## src/rtl/noc_flit_packetizer_if.sv

```systemverilog
// rtl/noc_flit_packetizer_if.sv - descriptor, payload, flit and credit bundle for noc_flit_packetizer (optional NOC_PKT_PARITY_EN)
interface noc_flit_packetizer_if #(
    parameter int COORD_W = 30,
    parameter int DATA_W  = 64,
    parameter int LEN_W   = 4
);
    logic               msg_valid;
    logic               msg_ready;
    logic [COORD_W-1:0] msg_dest_x;
    logic [COORD_W-1:0] msg_dest_y;
    logic [LEN_W-1:0]   msg_len;
    logic               pay_valid;
    logic               pay_ready;
    logic [DATA_W-1:0]  pay_data;
    logic               flit_valid;
    logic [1:0]         flit_type;
    logic [DATA_W-1:0]  flit_data;
    logic               credit_in;
    logic               credit_err;
    logic               busy;
`ifdef NOC_PKT_PARITY_EN
    logic               flit_parity;
`endif

    modport master (
        output msg_valid, msg_dest_x, msg_dest_y, msg_len,
        output pay_valid, pay_data, credit_in,
        input  msg_ready, pay_ready, flit_valid, flit_type, flit_data,
        input  credit_err, busy
`ifdef NOC_PKT_PARITY_EN
        , input flit_parity
`endif
    );

    modport slave (
        input  msg_valid, msg_dest_x, msg_dest_y, msg_len,
        input  pay_valid, pay_data, credit_in,
        output msg_ready, pay_ready, flit_valid, flit_type, flit_data,
        output credit_err, busy
`ifdef NOC_PKT_PARITY_EN
        , output flit_parity
`endif
    );
endinterface

```

## src/rtl/noc_flit_packetizer.sv

```systemverilog
// rtl/noc_flit_packetizer.sv - credit-flow packetizer: descriptor + payload words to head/body/tail flits (optional NOC_PKT_PARITY_EN)
module noc_flit_packetizer #(
    parameter int COORD_W = 30,
    parameter int DATA_W  = 64,
    parameter int LEN_W   = 4,
    parameter int CREDITS = 4
) (
    input logic                 clk,
    input logic                 rst,
    noc_flit_packetizer_if.slave bus
);
    localparam int CNT_W = $clog2(CREDITS + 1);
    localparam logic [CNT_W-1:0] CREDITS_MAX = CNT_W'(CREDITS);

    typedef enum logic [1:0] {S_IDLE, S_HEAD, S_PAYLOAD} state_t;

    state_t             r_state;
    state_t             w_state_nxt;
    logic [COORD_W-1:0] r_dest_x;
    logic [COORD_W-1:0] r_dest_y;
    logic [LEN_W-1:0]   r_len;
    logic [LEN_W-1:0]   r_remaining;
    logic [CNT_W-1:0]   r_credits;
    logic               r_credit_err;
    logic               r_flit_valid;
    logic [1:0]         r_flit_type;
    logic [DATA_W-1:0]  r_flit_data;
    logic               w_have_credit;
    logic               w_accept;
    logic               w_send_head;
    logic               w_send_pay;
    logic               w_send;
    logic [1:0]         w_type_nxt;
    logic [DATA_W-1:0]  w_data_nxt;
    logic [DATA_W-1:0]  w_head_data;

    assign w_have_credit = (r_credits != '0);
    assign w_accept      = (r_state == S_IDLE) && bus.msg_valid;
    assign w_send_head   = (r_state == S_HEAD) && w_have_credit;
    assign w_send_pay    = (r_state == S_PAYLOAD) && w_have_credit && bus.pay_valid;
    assign w_send        = w_send_head | w_send_pay;

    // Head flit carries the route header in the low bits, zero above
    always_comb begin
        w_head_data = '0;
        w_head_data[2*COORD_W+LEN_W-1:0] = {r_len, r_dest_y, r_dest_x};
    end

    // Type and data of the flit that the current edge would emit
    always_comb begin
        w_type_nxt = 2'b00;
        w_data_nxt = bus.pay_data;
        if (w_send_head) begin
            w_type_nxt = (r_len == '0) ? 2'b11 : 2'b01;
            w_data_nxt = w_head_data;
        end else if (r_remaining == LEN_W'(1)) begin
            w_type_nxt = 2'b10;
        end
    end

    // State register
    always_ff @(posedge clk or posedge rst) begin
        if (rst) r_state <= S_IDLE;
        else     r_state <= w_state_nxt;
    end

    // Next state: a head-only packet returns straight to IDLE
    always_comb begin
        w_state_nxt = r_state;
        case (r_state)
            S_IDLE:    if (bus.msg_valid) w_state_nxt = S_HEAD;
            S_HEAD:    if (w_have_credit) w_state_nxt = (r_len == '0) ? S_IDLE : S_PAYLOAD;
            S_PAYLOAD: if (w_send_pay && (r_remaining == LEN_W'(1))) w_state_nxt = S_IDLE;
            default:   w_state_nxt = S_IDLE;
        endcase
    end

    // Descriptor capture; msg_* are only looked at while idle
    always_ff @(posedge clk or posedge rst) begin
        if (rst) begin
            r_dest_x <= '0;
            r_dest_y <= '0;
            r_len    <= '0;
        end else if (w_accept) begin
            r_dest_x <= bus.msg_dest_x;
            r_dest_y <= bus.msg_dest_y;
            r_len    <= bus.msg_len;
        end
    end

    // Payload flits still owed for the current packet
    always_ff @(posedge clk or posedge rst) begin
        if (rst)              r_remaining <= '0;
        else if (w_send_head) r_remaining <= r_len;
        else if (w_send_pay)  r_remaining <= r_remaining - LEN_W'(1);
    end

    // Registered flit output; type/data hold between strobes
    always_ff @(posedge clk or posedge rst) begin
        if (rst) begin
            r_flit_valid <= 1'b0;
            r_flit_type  <= 2'b00;
            r_flit_data  <= '0;
        end else begin
            r_flit_valid <= w_send;
            if (w_send) begin
                r_flit_type <= w_type_nxt;
                r_flit_data <= w_data_nxt;
            end
        end
    end

    // Credit counter; a return with no room left saturates and flags
    always_ff @(posedge clk or posedge rst) begin
        if (rst) begin
            r_credits    <= CREDITS_MAX;
            r_credit_err <= 1'b0;
        end else begin
            case ({w_send, bus.credit_in})
                2'b10: r_credits <= r_credits - CNT_W'(1);
                2'b01: begin
                    if (r_credits == CREDITS_MAX) r_credit_err <= 1'b1;
                    else                          r_credits    <= r_credits + CNT_W'(1);
                end
                default: ;
            endcase
        end
    end

`ifdef NOC_PKT_PARITY_EN
    logic r_flit_parity;

    // Even parity over the flit, registered with it
    always_ff @(posedge clk or posedge rst) begin
        if (rst)         r_flit_parity <= 1'b0;
        else if (w_send) r_flit_parity <= ^{w_type_nxt, w_data_nxt};
    end

    assign bus.flit_parity = r_flit_parity;
`endif

    assign bus.msg_ready  = (r_state == S_IDLE);
    assign bus.pay_ready  = (r_state == S_PAYLOAD) && w_have_credit;
    assign bus.busy       = (r_state != S_IDLE);
    assign bus.flit_valid = r_flit_valid;
    assign bus.flit_type  = r_flit_type;
    assign bus.flit_data  = r_flit_data;
    assign bus.credit_err = r_credit_err;
endmodule
```

## src/flat_wrapper.sv

```systemverilog
// flat-port wrapper written by rule: the top's interface ports become plain ports
module noc_flit_packetizer_flat 
#(
    parameter int COORD_W = 30,
    parameter int DATA_W  = 64,
    parameter int LEN_W   = 4,
    parameter int CREDITS = 4
)
  (clk, rst, bus_msg_valid, bus_msg_dest_x, bus_msg_dest_y, bus_msg_len, bus_pay_valid, bus_pay_data, bus_credit_in, bus_msg_ready, bus_pay_ready, bus_flit_valid, bus_flit_type, bus_flit_data, bus_credit_err, bus_busy);
  noc_flit_packetizer_if #(.COORD_W(COORD_W), .DATA_W(DATA_W), .LEN_W(LEN_W)) bus_i ();
  input logic clk;
  input logic rst;
  input wire logic [$bits(bus_i.msg_valid)-1:0] bus_msg_valid;
  input wire logic [$bits(bus_i.msg_dest_x)-1:0] bus_msg_dest_x;
  input wire logic [$bits(bus_i.msg_dest_y)-1:0] bus_msg_dest_y;
  input wire logic [$bits(bus_i.msg_len)-1:0] bus_msg_len;
  input wire logic [$bits(bus_i.pay_valid)-1:0] bus_pay_valid;
  input wire logic [$bits(bus_i.pay_data)-1:0] bus_pay_data;
  input wire logic [$bits(bus_i.credit_in)-1:0] bus_credit_in;
  output wire logic [$bits(bus_i.msg_ready)-1:0] bus_msg_ready;
  output wire logic [$bits(bus_i.pay_ready)-1:0] bus_pay_ready;
  output wire logic [$bits(bus_i.flit_valid)-1:0] bus_flit_valid;
  output wire logic [$bits(bus_i.flit_type)-1:0] bus_flit_type;
  output wire logic [$bits(bus_i.flit_data)-1:0] bus_flit_data;
  output wire logic [$bits(bus_i.credit_err)-1:0] bus_credit_err;
  output wire logic [$bits(bus_i.busy)-1:0] bus_busy;
  assign bus_i.msg_valid = bus_msg_valid;
  assign bus_i.msg_dest_x = bus_msg_dest_x;
  assign bus_i.msg_dest_y = bus_msg_dest_y;
  assign bus_i.msg_len = bus_msg_len;
  assign bus_i.pay_valid = bus_pay_valid;
  assign bus_i.pay_data = bus_pay_data;
  assign bus_i.credit_in = bus_credit_in;
  assign bus_msg_ready = bus_i.msg_ready;
  assign bus_pay_ready = bus_i.pay_ready;
  assign bus_flit_valid = bus_i.flit_valid;
  assign bus_flit_type = bus_i.flit_type;
  assign bus_flit_data = bus_i.flit_data;
  assign bus_credit_err = bus_i.credit_err;
  assign bus_busy = bus_i.busy;
  noc_flit_packetizer #(.COORD_W(COORD_W), .DATA_W(DATA_W), .LEN_W(LEN_W), .CREDITS(CREDITS)) u_core (.clk(clk), .rst(rst), .bus(bus_i));
endmodule
```

## config.mk

```make
export PLATFORM = sky130hd
export DESIGN_NAME = noc_flit_packetizer_flat
export DESIGN_NICKNAME = d
export VERILOG_FILES = /design/src/rtl/noc_flit_packetizer_if.sv /design/src/rtl/noc_flit_packetizer.sv /design/src/flat_wrapper.sv
export SDC_FILE = /design/constraint.sdc
export NUM_CORES = 1
export LEC_CHECK = 0
export BUFFER_PORTS_ARGS = -buffer_cell sky130_fd_sc_hd__buf_2
export CORE_ASPECT_RATIO = 0.6
export CORE_MARGIN = 5
export CORE_UTILIZATION = 51
export DETAILED_ROUTE_END_ITERATION = 10
export PLACE_DENSITY = 0.77
export SYNTH_ARGS = -nofsm -noshare
export SYNTH_HDL_FRONTEND = slang
export SYNTH_SLANG_ARGS = --single-unit
```

## constraint.sdc

```tcl
create_clock -name clk -period 6.1 [get_ports clk]
set_input_delay 1.22 -clock clk [delete_from_list [all_inputs] [get_ports clk]]
set_output_delay 1.22 -clock clk [all_outputs]
set_load 0.01 [all_outputs]
```

== After elaboration in Yosys (flattened, before gate mapping) ==
Cells that the tools add are included.

* Input bits: 133
* Word-level logic and storage cells: 51
* Register bits after elaboration: 141

* Reductions and logical operators: 14
* Add/subtract/negate cells: 3
* Mux-type cells: 13
* Equal/unequal tests: 10
* Bitwise gates (word level): 1

{| class="wikitable"
|+ Operators by type and width
! kind !! count
|-
| two-way mux 64 bit || 1
|-
| two-way mux 2 bit || 7
|-
| two-way mux 4 bit || 2
|-
| one-hot mux 2 bit (3 select lines) || 1
|-
| one-hot mux 3 bit (2 select lines) || 1
|-
| nonzero test 2 bit || 3
|-
| logical AND 1 bit || 5
|-
| equality test 2 x 1 -> 1 bit (second input constant) || 2
|-
| equality test 2 bit (second input constant) || 2
|-
| equality test 4 x 1 -> 1 bit (second input constant) || 1
|-
| zero test 4 bit || 1
|-
| inequality test 2 x 1 -> 1 bit (second input constant) || 2
|-
| inequality test 2 bit (second input constant) || 2
|-
| AND reduction 2 bit || 2
|-
| subtractor 4 x 1 -> 4 bit (second input constant) || 1
|-
| adder 3 x 1 -> 3 bit (second input constant) || 1
|-
| equality test 3 bit (second input constant) || 1
|-
| two-way mux 3 bit || 1
|-
| AND reduction 3 bit || 1
|-
| nonzero test 3 bit || 1
|-
| subtractor 3 x 1 -> 3 bit (second input constant) || 1
|-
| zero test 2 bit || 1
|-
| OR 1 bit || 1
|}

== Longest topological paths before layout ==
Gate-level depths: netlist of run 1.

* Depth after elaboration: 7
* Gate-level depth with buffers: 10
* Gate-level depth less buffers: 9

== Worst setup path before layout of run 1 ==
No wires, ideal clock.

* Path type: in2reg
* Start: input port bus_pay_valid
* End: register u_core.r_credits[2]
* Data arrival time: 2.643 ns
* Required time: 6.015 ns
* Library setup time: 0.085 ns
* Path slack: 3.373 ns
* Cell stages on the path: 8
* Cells stage by stage: nand3b_1 nand2_1 nand2_2 nand2_1 fa_1 a2111oi_0 a21oi_1 o2111ai_1

* Word-level cells in the longest chain between the ends: 5

{| class="wikitable"
|+ Ends and longest elaborated chain
! item !! RTL line !! source
|-
| start, declared || flat_wrapper.sv:17 || <nowiki>input wire logic [$bits(bus_i.pay_valid)-1:0] bus_pay_valid;</nowiki>
|-
| logical AND 1 bit (*) || noc_flit_packetizer.sv:40 || <nowiki>assign w_send_pay = (r_state == S_PAYLOAD) && w_have_credit && bus.pay_valid;</nowiki>
|-
| OR 1 bit (*) || noc_flit_packetizer.sv:41 || <nowiki>assign w_send = w_send_head | w_send_pay;</nowiki>
|-
| equality test 2 x 1 -> 1 bit or equality test 2 bit (tied branches) || noc_flit_packetizer.sv:119 || <nowiki>case ({w_send, bus.credit_in})</nowiki>
|-
| inequality test 2 bit (no source line) or nonzero test 2 bit (tied branches) || -- ||
|-
| AND reduction 2 bit (no source line) || -- ||
|-
| end signal, assigned || noc_flit_packetizer.sv:120 || <nowiki>2'b10: r_credits <= r_credits - CNT_W'(1);</nowiki>
|-
| end signal, assigned || noc_flit_packetizer.sv:123 || <nowiki>else r_credits <= r_credits + CNT_W'(1);</nowiki>
|-
| end, declared || noc_flit_packetizer.sv:23 || <nowiki>logic [CNT_W-1:0] r_credits;</nowiki>
|}

Mark *: on every way between the ends. The rest lies on a longest branch, timed or not.
A chain may end at the register's enable or synchronous reset.

== Final worst setup path of run 1 ==
* Start: register u_core.r_credits[0]
* End: output port bus_pay_ready

* Word-level cells in the longest chain between the ends: 2

{| class="wikitable"
|+ Ends and longest elaborated chain
! item !! RTL line !! source
|-
| nonzero test 3 bit || noc_flit_packetizer.sv:37 || <nowiki>assign w_have_credit = (r_credits != '0);</nowiki>
|-
| logical AND 1 bit || noc_flit_packetizer.sv:143 || <nowiki>assign bus.pay_ready = (r_state == S_PAYLOAD) && w_have_credit;</nowiki>
|-
| end, declared || flat_wrapper.sv:21 || <nowiki>output wire logic [$bits(bus_i.pay_ready)-1:0] bus_pay_ready;</nowiki>
|}

Every way passes these cells.

==> run summary, run 1 <==
status: completed
top_reg_cell synth: dfrtp_1
layout cell share with drive strength beyond 1: 43.4%
CP Data Arrival Time: 1740 ps
Leak: 0.00370 uW
Hold Path Depth: 2
Setup TNS: 0 ps
simple-gate share of the synthesized area: 11.7%
fin crit share: 48.6%
maximum clock path buffer count: 2
Critical Path Source Type: register
crit-path max cell delay: 590 ps
Critical Path RT: 4880 ps
CTS Sinks: 141
number of routed nets with antenna violations: 0
CTS root buf: clkbuf_16
post-synthesis adder-cell area fraction: 0.735%
H-tree depth: 4
Core Footprint: 11900 um^2
largest family of logic cells by synthesized area: multiplexers
CTS-repair resized insts: 0
CP max stage cell: nor3_1
maxcap violations: 0
Mean Syn Cell Area: 12.1 um^2
Layout area overhead: 25.2%
largest fanout on the critical path: 8
final WL: 15800 um
fin util: 64.4%
initial antenna violation count: 0
cts bufs inserted: 17
CTS tree: built
Hold Fails Final Rpt: 0
Starting DRT DRC Count: 269
mux cell area share after synthesis: 15.8%
Critical Path End Type: output pin
drt first pass iters: 4
Layout Nets: 836
most common cell after layout, fill and taps aside: buf_2
worst-case vdd ir drop: 0.281 mV
commonest cells after routing, fill and taps aside: buf_2 (203), dfrtp_1 (140), nor2_1 (119), mux2_4 (60), o22ai_1 (52)
# setup viols final: 0
pwr dens: 584 nW/um^2
Top Ports: 204
ys async rst share: 100%
critical path's top delay family: simple AND/OR/NAND/NOR gates
worst reg-to-reg path cell count: 5
number of global-route vias before repair: 4859
die area: 14400 um^2
DP Wirelength: 10900 um
die width: 152 um
Reg clk slew, reported paths: 60 ps
Final Power: 4480 uW
slew margin rel.: 16.6%
setup bufs post-CTS: 0
flops & latches, synth: 141
net count after synthesis: 643
actual slew at the worst max-slew pin: 1250 ps
Post-Syn Area: 6130 um^2
register area share after synthesis: 57.6%
CP Cell Sequence: nor3_1 > nor2_1 > buf_2
FMAX: 0.337 GHz
# hold bufs at CTS: 0
Yosys cell types: 47
std cell rows: 31
RSZ-0062 raised after global routing: no
XOR/XNOR Fraction of Synth Area: 0.286%
first-pass GRT wire length: 24900 um
Compound-Gate Fraction of Synth Area: 9.10%
number of remaining DRC errors: 0
hold crit path type: register to register
Final min period: 2960 ps
gp weighted congestion: 0.855
critical path class: register to output pin
critical path depth: 3
count of final max-slew check failures: 0
DR vias/cell: 5.36
GRT Resource Usage Total: 22.4%
total global routing overflow: 0
yosys warns: 0
starting density of the core: 51.5%
Clock Latency Late Sink: 410 ps
Post-synth EDFFs: 0
per-cell routed wire length: 18.1 um
number of diodes: 0
Die Height: 94.9 um
largest net degree at the start of global routing: 77
Syn Inst Count: 507
Buffers on Ports: 203
total number of vias: 4699
worst path bufs/invs: 1
Final Skew: 8.06 ps
## per-layer routing
metal  vias up  GRT usage (%)  routed length, um
met5         -              0                  0
met4         0           5.98                140
met3        15           6.67               1510
met2       220           34.2               7110
met1      2311           31.6               7070
li1       2153              -                  -
## layout make-up
type	instances	area, um^2
Fill cell	928	4230
Sequential cell	141	3530
Multi-Input combinational cell	329	2310
Timing Repair Buffer	206	1040
Clock buffer	18	439
Tap cell	165	206
Clock inverter	13	130
Inverter	5	23.8
## through the flow
stage	area (um^2)	hold WS, ps	cells	worst slack, ps
CTS	7670	487	877	3110
global placement	7100	465	846	2980
global route	7670	504	877	2990
floorplan	6130	481	507	1100
finish	7670	485	877	3140
detailed placement	7100	472	846	2860
## worst reg2reg max path: cells and delay by family (launching register included)
family,cells,cell delay (ps)
buf+inv,2,810
flops,1,460
mux,1,460
simple gates,2,710
## synthesized netlist by cell type (2+ instances only)
cell type	n	area share, %
mux2i_1	2	0.33
a21oi_1	2	0.16
inv_1	3	0.18
nand3_1	3	0.24
nor3_1	4	0.33
a211o_1	2	0.29
a21o_1	2	0.24
nor2_1	119	7.3
nand2b_1	2	0.20
inv_2	2	0.12
a221o_1	3	0.49
and2_1	2	0.20
mux2_2	4	0.73
mux2_4	60	15
dfrtp_1	140	57
or3_1	2	0.20
nand2_2	2	0.20
o22ai_1	52	5.3
nand2_1	31	1.9
ha_1	2	0.41
buf_6	19	3.5
buf_2	12	0.98
o21ai_0	4	0.33
a31oi_1	10	1.0
## power by group
group,switching [uW],internal [uW]
logic,883,859
clock network,418,578
registers,315,1430
total,1620,2860
## path summary, 6_finish.rpt
check	startpoint	to	slack, ps
worst max register to register	u_core.r_state[1]$_DFFE_PP0P_	u_core.r_dest_y[22]$_DFFE_PP0P_	3550
worst min register to register	u_core.bus.flit_type[0]$_DFFE_PP0P_	u_core.bus.flit_type[0]$_DFFE_PP0P_	480
worst max-delay path	u_core.r_credits[0]$_DFFE_PP0P_	bus_pay_ready	3140
min in group asynchronous	rst	u_core.r_dest_y[9]$_DFFE_PP0P_	890
worst min-delay path	u_core.bus.flit_type[0]$_DFFE_PP0P_	u_core.bus.flit_type[0]$_DFFE_PP0P_	480
max in group asynchronous	rst	u_core.bus.flit_data[45]$_DFFE_PP0P_	3880
## logic make-up (layout without fill, tap and decap cells)
group,count (synthesis),after routing
flip-flops,141,141
AO/OA/AOI/OAI,84,84
multiplexers,66,66
AND/OR/NAND/NOR,174,174
adder cells (fa/ha/maj),3,3
buffers and inverters,37,242
XOR/XNOR,2,2
## sequential cells by signal (all words and copies together), names as in the netlist
register               count
u_core.r_dest_y           30
u_core.bus.flit_type       2
u_core.bus.credit_err      1
u_core.bus.flit_data      64
u_core.r_dest_x           30
u_core.bus.flit_valid      1
u_core.r_len               4
u_core.r_state             2
u_core.r_remaining         4
u_core.r_credits           3
No activity file was read; power rests on OpenSTA's default activity.
==> run 2: changes to the inputs <==
--- a/config.mk
+++ b/config.mk
@@ -5,12 +5,13 @@
 export SDC_FILE = /design/constraint.sdc
 export NUM_CORES = 1
 export LEC_CHECK = 0
+export ABC_AREA = 1
 export BUFFER_PORTS_ARGS = -buffer_cell sky130_fd_sc_hd__buf_2
 export CORE_ASPECT_RATIO = 0.6
 export CORE_MARGIN = 5
-export CORE_UTILIZATION = 51
+export CORE_UTILIZATION = 50
 export DETAILED_ROUTE_END_ITERATION = 10
-export PLACE_DENSITY = 0.77
+export PLACE_DENSITY = 0.76
 export SYNTH_ARGS = -nofsm -noshare
 export SYNTH_HDL_FRONTEND = slang
 export SYNTH_SLANG_ARGS = --single-unit
==> constraint.sdc (replaced) <==
create_clock -name clk -period 3 [get_ports clk]
set_input_delay 0.6 -clock clk [delete_from_list [all_inputs] [get_ports clk]]
set_output_delay 0.6 -clock clk [all_outputs]
set_load 0.01 [all_outputs]
==> run 2 against run 1 <==
Net effect:
- routed wire length fell by 1.6%
- final cell count rose by 0.91%
- critical path depth rose by 2
- cell area fell by 2.3%
- utilization rose by 1.7 points
- area after synthesis fell by 4.9%
- clock power rose by 110%
- flip-flop and latch count did not move
- largest power group unchanged
==> run summary, run 2 <==
pwr dens: 1180 nW/um^2 (+100%)
worst-case vdd ir drop: 0.614 mV (+120%)
total global routing overflow: 0 (unchanged)
Leak: 0.00364 uW (-1.7%)
actual slew at the worst max-slew pin: 1110 ps (-137 ps)
Largest register FFs: 64 (unchanged)
top cell type's share of synthesized area: 60.1% (+2.9 points)
register share of total power: 38.6% (-0.3 points)
Clk network pwr share: 23.6% (+1.4 points)
H-tree depth: 4 (unchanged)
slew margin rel.: 26.1% (+9.5 points)
simple-gate share of the synthesized area: 12.6% (+0.88 points)
number of remaining DRC errors: 0 (unchanged)
final WL: 15600 um (-1.6%)
DP Wirelength: 10600 um (-2.3%)
count of final max-slew check failures: 0 (unchanged)
Post-synth EDFFs: 0 (unchanged)
Mean Syn Cell Area: 11.3 um^2 (-6.4%)
FMAX: 0.467 GHz
Syn Inst Count: 515 (+1.6%)
ys async rst share: 100% (unchanged)
per-cell routed wire length: 17.6 um (-2.5%)
combinational group share of total power: 37.8% (-1.1 points)
Critical Path End Type: output pin
number of diodes: 0 (unchanged)
maximum clock path buffer count: 2 (unchanged)
sw power: 3190 uW (+98%)
hold crit path type: input port to asynchronous set/reset pin
Starting DRT DRC Count: 244 (-9.3%)
Clock Latency Late Sink: 410 ps (about the same)
gp weighted congestion: 0.851 (-0.56%)
reg-to-reg setup timing slack: 900 ps (-2650 ps)
drt first pass iters: 7 (+3)
CTS root buf: clkbuf_16
Reg clk slew, reported paths: 60 ps (about the same)
Yosys cell types: 32 (-32%)
commonest cells after routing, fill and taps aside: buf_2 (203), dfrtp_1 (140), nor2_1 (123), o22ai_1 (51), mux2_2 (31)
status: completed
flops & latches, synth: 141 (unchanged)
hold slack final: 366 ps (-119 ps)
die width: 149 um (-1.4%)
mux cell area share after synthesis: 11.6% (-4.2 points)
starting density of the core: 51.4% (-0.052 points)
net count after synthesis: 651 (+1.2%)
most common cell after layout, fill and taps aside: buf_2
setup bufs post-CTS: 0 (unchanged)
Core Footprint: 11300 um^2 (-4.8%)
total number of vias: 4653 (-0.98%)
top_reg_cell synth: dfrtp_1
ranking of synthesized cells by area: dfrtp_1 (60%), nor2_1 (7.9%), mux2_2 (6.0%)
maxcap violations: 0 (unchanged)
first-pass GRT wire length: 24500 um (-1.5%)
register area share after synthesis: 60.5% (+3.0 points)
# hold bufs at CTS: 0 (unchanged)
DR vias/cell: 5.26 (-1.9%)
CTS tree: built
CTS-repair resized insts: 0 (unchanged)
Layout area overhead: 28.5%
Post-Syn Area: 5830 um^2 (-4.9%)
initial antenna violation count: 1 (+1)
switch share: 36.0% (-0.068 points)
# setup viols final: 0 (unchanged)
cts bufs inserted: 17 (unchanged)
CP Data Arrival Time: 1540 ps (-200 ps)
largest family of logic cells by synthesized area: simple AND/OR/NAND/NOR gates
Final Skew: 11.8 ps (+3.77 ps)
P_int: 5680 uW (+98%)
RSZ-0062 raised after global routing: no
number of global-route vias before repair: 4867 (+0.16%)
largest fanout on the critical path: 3 (-5)
critical path class: register to output pin
GRT Resource Usage Total: 22.4% (about the same)
Synth area leader: dfrtp_1
Setup TNS: 0 ps (unchanged)
yosys warns: 0 (unchanged)
Die Height: 93.6 um (-1.4%)
Critical Path Source Type: register
number of routed nets with antenna violations: 0 (unchanged)
Hold Fails Final Rpt: 0 (unchanged)
fill count: 900 (-3.0%)
Critical Path RT: 2400 ps (-2480 ps)
CTS Sinks: 141 (unchanged)
die area: 14000 um^2 (-2.7%)
Compound-Gate Fraction of Synth Area: 8.74% (-0.37 points)
Final min period: 2140 ps
Buffers on Ports: 203 (unchanged)
most frequent cell after synthesis: dfrtp_1
XOR/XNOR Fraction of Synth Area: 0.451% (+0.16 points)
fin crit share: 71.4%
most frequent cells after synthesis: dfrtp_1 (140), nor2_1 (123), o22ai_1 (51)
layout cell share with drive strength beyond 1: 41.8% (-1.6 points)
Layout Nets: 850 (+1.7%)
std cell rows: 30 (-3.2%)
largest net degree at the start of global routing: 142 (+84%)
post-synthesis adder-cell area fraction: 0.773% (+0.038 points)
Top Ports: 204 (unchanged)
## run 2: power groups by stage
stage	sequential [uW]	combinational, uW	clock [uW]
floorplan	3540	2200	0
global placement	3380	3230	0
detailed placement	3430	3360	0
CTS	3410	3390	2130
global route	3520	3720	2220
finish	3420	3360	2100
## run 2: worst paths after layout
kind                       cells after the start                                end                         startpoint
max                                            5                      bus_pay_ready    u_core.r_credits[2]$_DFFE_PP1P_
min                                            3     u_core.r_dest_y[6]$_DFFE_PP0P_                                rst
max reg2reg                                   11    u_core.r_credits[2]$_DFFE_PP1P_    u_core.r_credits[2]$_DFFE_PP1P_
min reg2reg                                    1  u_core.bus.credit_err$_DFFE_PP0P_  u_core.bus.credit_err$_DFFE_PP0P_
max in group asynchronous                      3     u_core.r_dest_y[2]$_DFFE_PP0P_                                rst
min in group clk                               2    u_core.r_dest_x[23]$_DFFE_PP0P_                 bus_msg_dest_x[23]
## run 2: cells by family (layout without fill, tap and decap cells)
family | Yosys count | in the layout
compound gates | 78 | 78
xor+xnor | 3 | 3
mux | 54 | 54
flops | 141 | 141
simple gates | 181 | 181
fa+ha+maj | 3 | 3
buf+inv | 55 | 265
## run 2: cell type report
| type | instances | area [um^2] | share of cell area, % |
|---|---|---|---|
| clock buffers | 19 | 443 | 5.91 |
| clock inverters | 11 | 145 | 1.94 |
| inverters | 25 | 97.6 | 1.30 |
| multi-input cells | 319 | 2000 | 26.6 |
| flip-flops and latches | 141 | 3530 | 47.1 |
| well taps | 160 | 200 | 2.67 |
| repair buffers | 210 | 1080 | 14.4 |
## run 2: worst max-delay path: stages, from the launching register on
cell	delay [ps]
dfstp_2	540
inv_1	50
nand2_1	130
inv_1	80
nor3_1	150
buf_2	180
## run 2: stage by stage
| stage | power (uW) | setup WS [ps] | area (um^2) | util (%) | std cells |
|---|---|---|---|---|---|
| final | 8880 | 859 | 7490 | 66.1 | 885 |
| after floorplan | 5730 | 638 | 5830 | - | 515 |
| after CTS | 8930 | 848 | 7490 | 66.1 | 885 |
| after detailed placement | 6790 | 897 | 6910 | 60.9 | 855 |
| after global routing | 9460 | 704 | 7490 | 66.1 | 885 |
| after global placement | 6620 | 957 | 6910 | 60.9 | 855 |
## run 2: per-layer routing
metal,track usage [%],share of wire (%),vias to the layer above
met3,7.75,10,10
li1,-,-,2143
met5,0,0.083,-
met1,30.3,43,2281
met4,4.80,0.41,2
met2,35.4,47,217
==> run 3: changes to the inputs <==
--- a/config.mk
+++ b/config.mk
@@ -9,9 +9,9 @@
 export BUFFER_PORTS_ARGS = -buffer_cell sky130_fd_sc_hd__buf_2
 export CORE_ASPECT_RATIO = 0.6
 export CORE_MARGIN = 5
-export CORE_UTILIZATION = 50
+export CORE_UTILIZATION = 45
 export DETAILED_ROUTE_END_ITERATION = 10
-export PLACE_DENSITY = 0.76
+export PLACE_DENSITY = 0.72
 export SYNTH_ARGS = -nofsm -noshare
 export SYNTH_HDL_FRONTEND = slang
 export SYNTH_SLANG_ARGS = --single-unit
==> constraint.sdc (replaced) <==
create_clock -name clk -period 1.86 [get_ports clk]
set_input_delay 0.372 -clock clk [delete_from_list [all_inputs] [get_ports clk]]
set_output_delay 0.372 -clock clk [all_outputs]
set_load 0.01 [all_outputs]
==> run 3 against run 2 <==
Net effect:
- sequential power up 62%
- register-to-register slack worse by 770 ps
- first-iteration DRC count increased by 13%
- largest cell class unchanged
- largest power group is now combinational logic
- highest routed layer unchanged
==> run summary, run 3 (same netlist as run 2, synthesis figures left out) <==
CP Cell Sequence: inv_2 > nand2_4 > inv_2 > nor3_2 > buf_4
Hold Fails Final Rpt: 0 (unchanged)
maxcap violations: 0 (unchanged)
worst r2r src: u_core.r_credits[1]$_DFFE_PP0P_
Die Height: 98.2 um (+4.8%)
most common cell after layout, fill and taps aside: buf_2
largest fanout on the critical path: 3 (unchanged)
Top Ports: 204 (unchanged)
die area: 15400 um^2 (+10%)
maximum clock path buffer count: 2 (unchanged)
RSZ-0062 raised after global routing: yes
actual slew at the worst max-slew pin: 394 ps (-714 ps)
hold path endpoint: u_core.bus.flit_data[63]$_DFFE_PP0P_
# setup viols final: 0 (unchanged)
fin util: 60.0% (-6.1 points)
Reg clk slew, reported paths: 60 ps (about the same)
most used cell, CP: inv_2
DR vias/cell: 5.22 (-0.68%)
die width: 157 um (+5.0%)
number of remaining DRC errors: 0 (unchanged)
pre-CTS setup slack: -42.0 ps (-939 ps)
total global routing overflow: 0 (unchanged)
number of routed nets with antenna violations: 0 (unchanged)
Layout Nets: 858 (+0.94%)
Critical Path RT: 1490 ps (-910 ps)
worst path bufs/invs: 3 (unchanged)
FMAX: 0.548 GHz
Largest register FFs: 64 (unchanged)
status: completed
CTS root buf: clkbuf_16
first-pass GRT wire length: 25500 um (+4.1%)
reg-to-reg setup timing slack: 130 ps (-770 ps)
hold crit path type: input port to register
total number of vias: 4726 (+1.6%)
drt first pass iters: 5 (-2)
Clock Latency Late Sink: 410 ps (about the same)
Cells after DPL: 871 (+1.9%)
layout cell share with drive strength beyond 1: 43.4% (+1.6 points)
crit-path max cell delay: 550 ps (about the same)
Buffers on Ports: 203 (unchanged)
Final Skew: 9.45 ps (-2.38 ps)
hold_sp: bus_pay_data[63]
CP Data Arrival Time: 1450 ps (-90 ps)
cts bufs inserted: 17 (unchanged)
number of global-route vias before repair: 4978 (+2.3%)
Starting DRT DRC Count: 276 (+13%)
critical path class: register to output pin
critical path's top delay family: flip-flops
number of diodes: 0 (unchanged)
CTS Sinks: 141 (unchanged)
commonest cells after routing, fill and taps aside: buf_2 (202), dfrtp_1 (139), nor2_1 (122), o22ai_1 (51), mux2_2 (31)
pwr dens: 1880 nW/um^2 (+59%)
DP Wirelength: 11500 um (+8.1%)
gp weighted congestion: 0.865 (+1.7%)
GRT Resource Usage Total: 20.8% (-1.6 points)
final non-filler cell total: 905 (+2.3%)
count of final max-slew check failures: 0 (unchanged)
worst-case vdd ir drop: 0.680 mV (+11%)
per-cell routed wire length: 17.6 um (+0.19%)
Layout area overhead: 31.4%
final WL: 16000 um (+2.5%)
CTS tree: built
starting density of the core: 45.6% (-5.8 points)
slew margin rel.: 73.7% (+48 points)
initial antenna violation count: 2 (+1)
Setup TNS: 0 ps (unchanged)
final setup margin: 36.0 ps (-823 ps)
Final Power: 14400 uW (+63%)
RR Endpoint: u_core.r_credits[2]$_DFFE_PP1P_
fin crit share: 98.1%
Hold Path Depth: 3
H-tree depth: 4 (unchanged)
std cell rows: 32 (+6.7%)
Core Footprint: 12800 um^2 (+13%)
CP max stage cell: dfstp_2
worst reg-to-reg path cell count: 10 (-1)
Critical Path Source Type: register
Leak: 0.00369 uW (+1.5%)
largest net degree at the start of global routing: 52 (-63%)
Critical Path End Type: output pin
Final min period: 1820 ps
-- run 3: cell types whose count changed in the layout (fill, tap and decap cells not counted), sizes merged --
cell	delta
bufinv	-1
clkinv	-1
inv	+2
clkinvlp	+2
buf	+7
dlygate4sd3	+1
-- run 3: per-layer routing --
metal	GRT usage, %	vias to the layer above	wire length, um
met1	28.7	2319	6940
met5	0	-	13
met2	32.0	220	7260
li1	-	2165	-
met4	5.60	2	147
met3	6.51	20	1590
-- run 3: worst max path at each step --
stage / startpoint / endpoint / slack [ps] / cells after the start
final: u_core.r_credits[2]$_DFFE_PP1P_ / bus_pay_ready / 40 / 5
after global routing: u_core.r_credits[2]$_DFFE_PP1P_ / bus_pay_ready / -20 / 5
after CTS: u_core.r_credits[2]$_DFFE_PP1P_ / bus_pay_ready / 3 / 5
after detailed placement: u_core.r_credits[0]$_DFFE_PP0P_ / u_core.bus.flit_data[1]$_DFFE_PP0P_ / -40 / 7
after global placement: u_core.r_credits[0]$_DFFE_PP0P_ / u_core.bus.flit_data[0]$_DFFE_PP0P_ / 70 / 7
after floorplan: rst / u_core.bus.credit_err$_DFFE_PP0P_ / -270 / 1
-- run 3: metrics by stage --
step                      area [um^2]  hold slack, ps
after floorplan                  5830             449
after global placement           7010             391
after detailed placement         7010             392
after CTS                        7610             166
after global routing             7660             182
final                            7660             186
-- run 3: timing repair --
| action | in CTS | in global routing |
|---|---|---|
| pin swaps | 0 | 2 |
| endpoints found under the setup margin | 15 | 67 |
| setup buffers | 0 | 1 |
| hold endpoints to repair | 10 | 0 |
| gates resized for setup | 4 | 13 |
| hold buffers | 1 | 0 |
-- run 3: area by class of cell --
cell class              instances  area [um^2]
multi-input cells             319         2030
inverters                      25          100
clock buffers                  19          433
well taps                     170          213
repair buffers                218         1210
flip-flops and latches        141         3530
clock inverters                13          143
fillers                      1071         5110
-- run 3: worst register-to-register path, stage by stage (launching register included) --
cell and delay [ps]:
dfrtp_2 440, nor2_4 130, nand2_4 90, nand2_2 110
nand3_2 120, fa_2 360, inv_1 60, nand4_1 120
nand3_1 130, nand2_1 60, nand2_1 60
-- run 3: power breakdown --
part | internal [uW] | switching (uW) | total, uW
clock network | 1980 | 1310 | 3290
registers | 4660 | 875 | 5530
logic | 2500 | 3100 | 5600
total | 9140 | 5280 | 14400
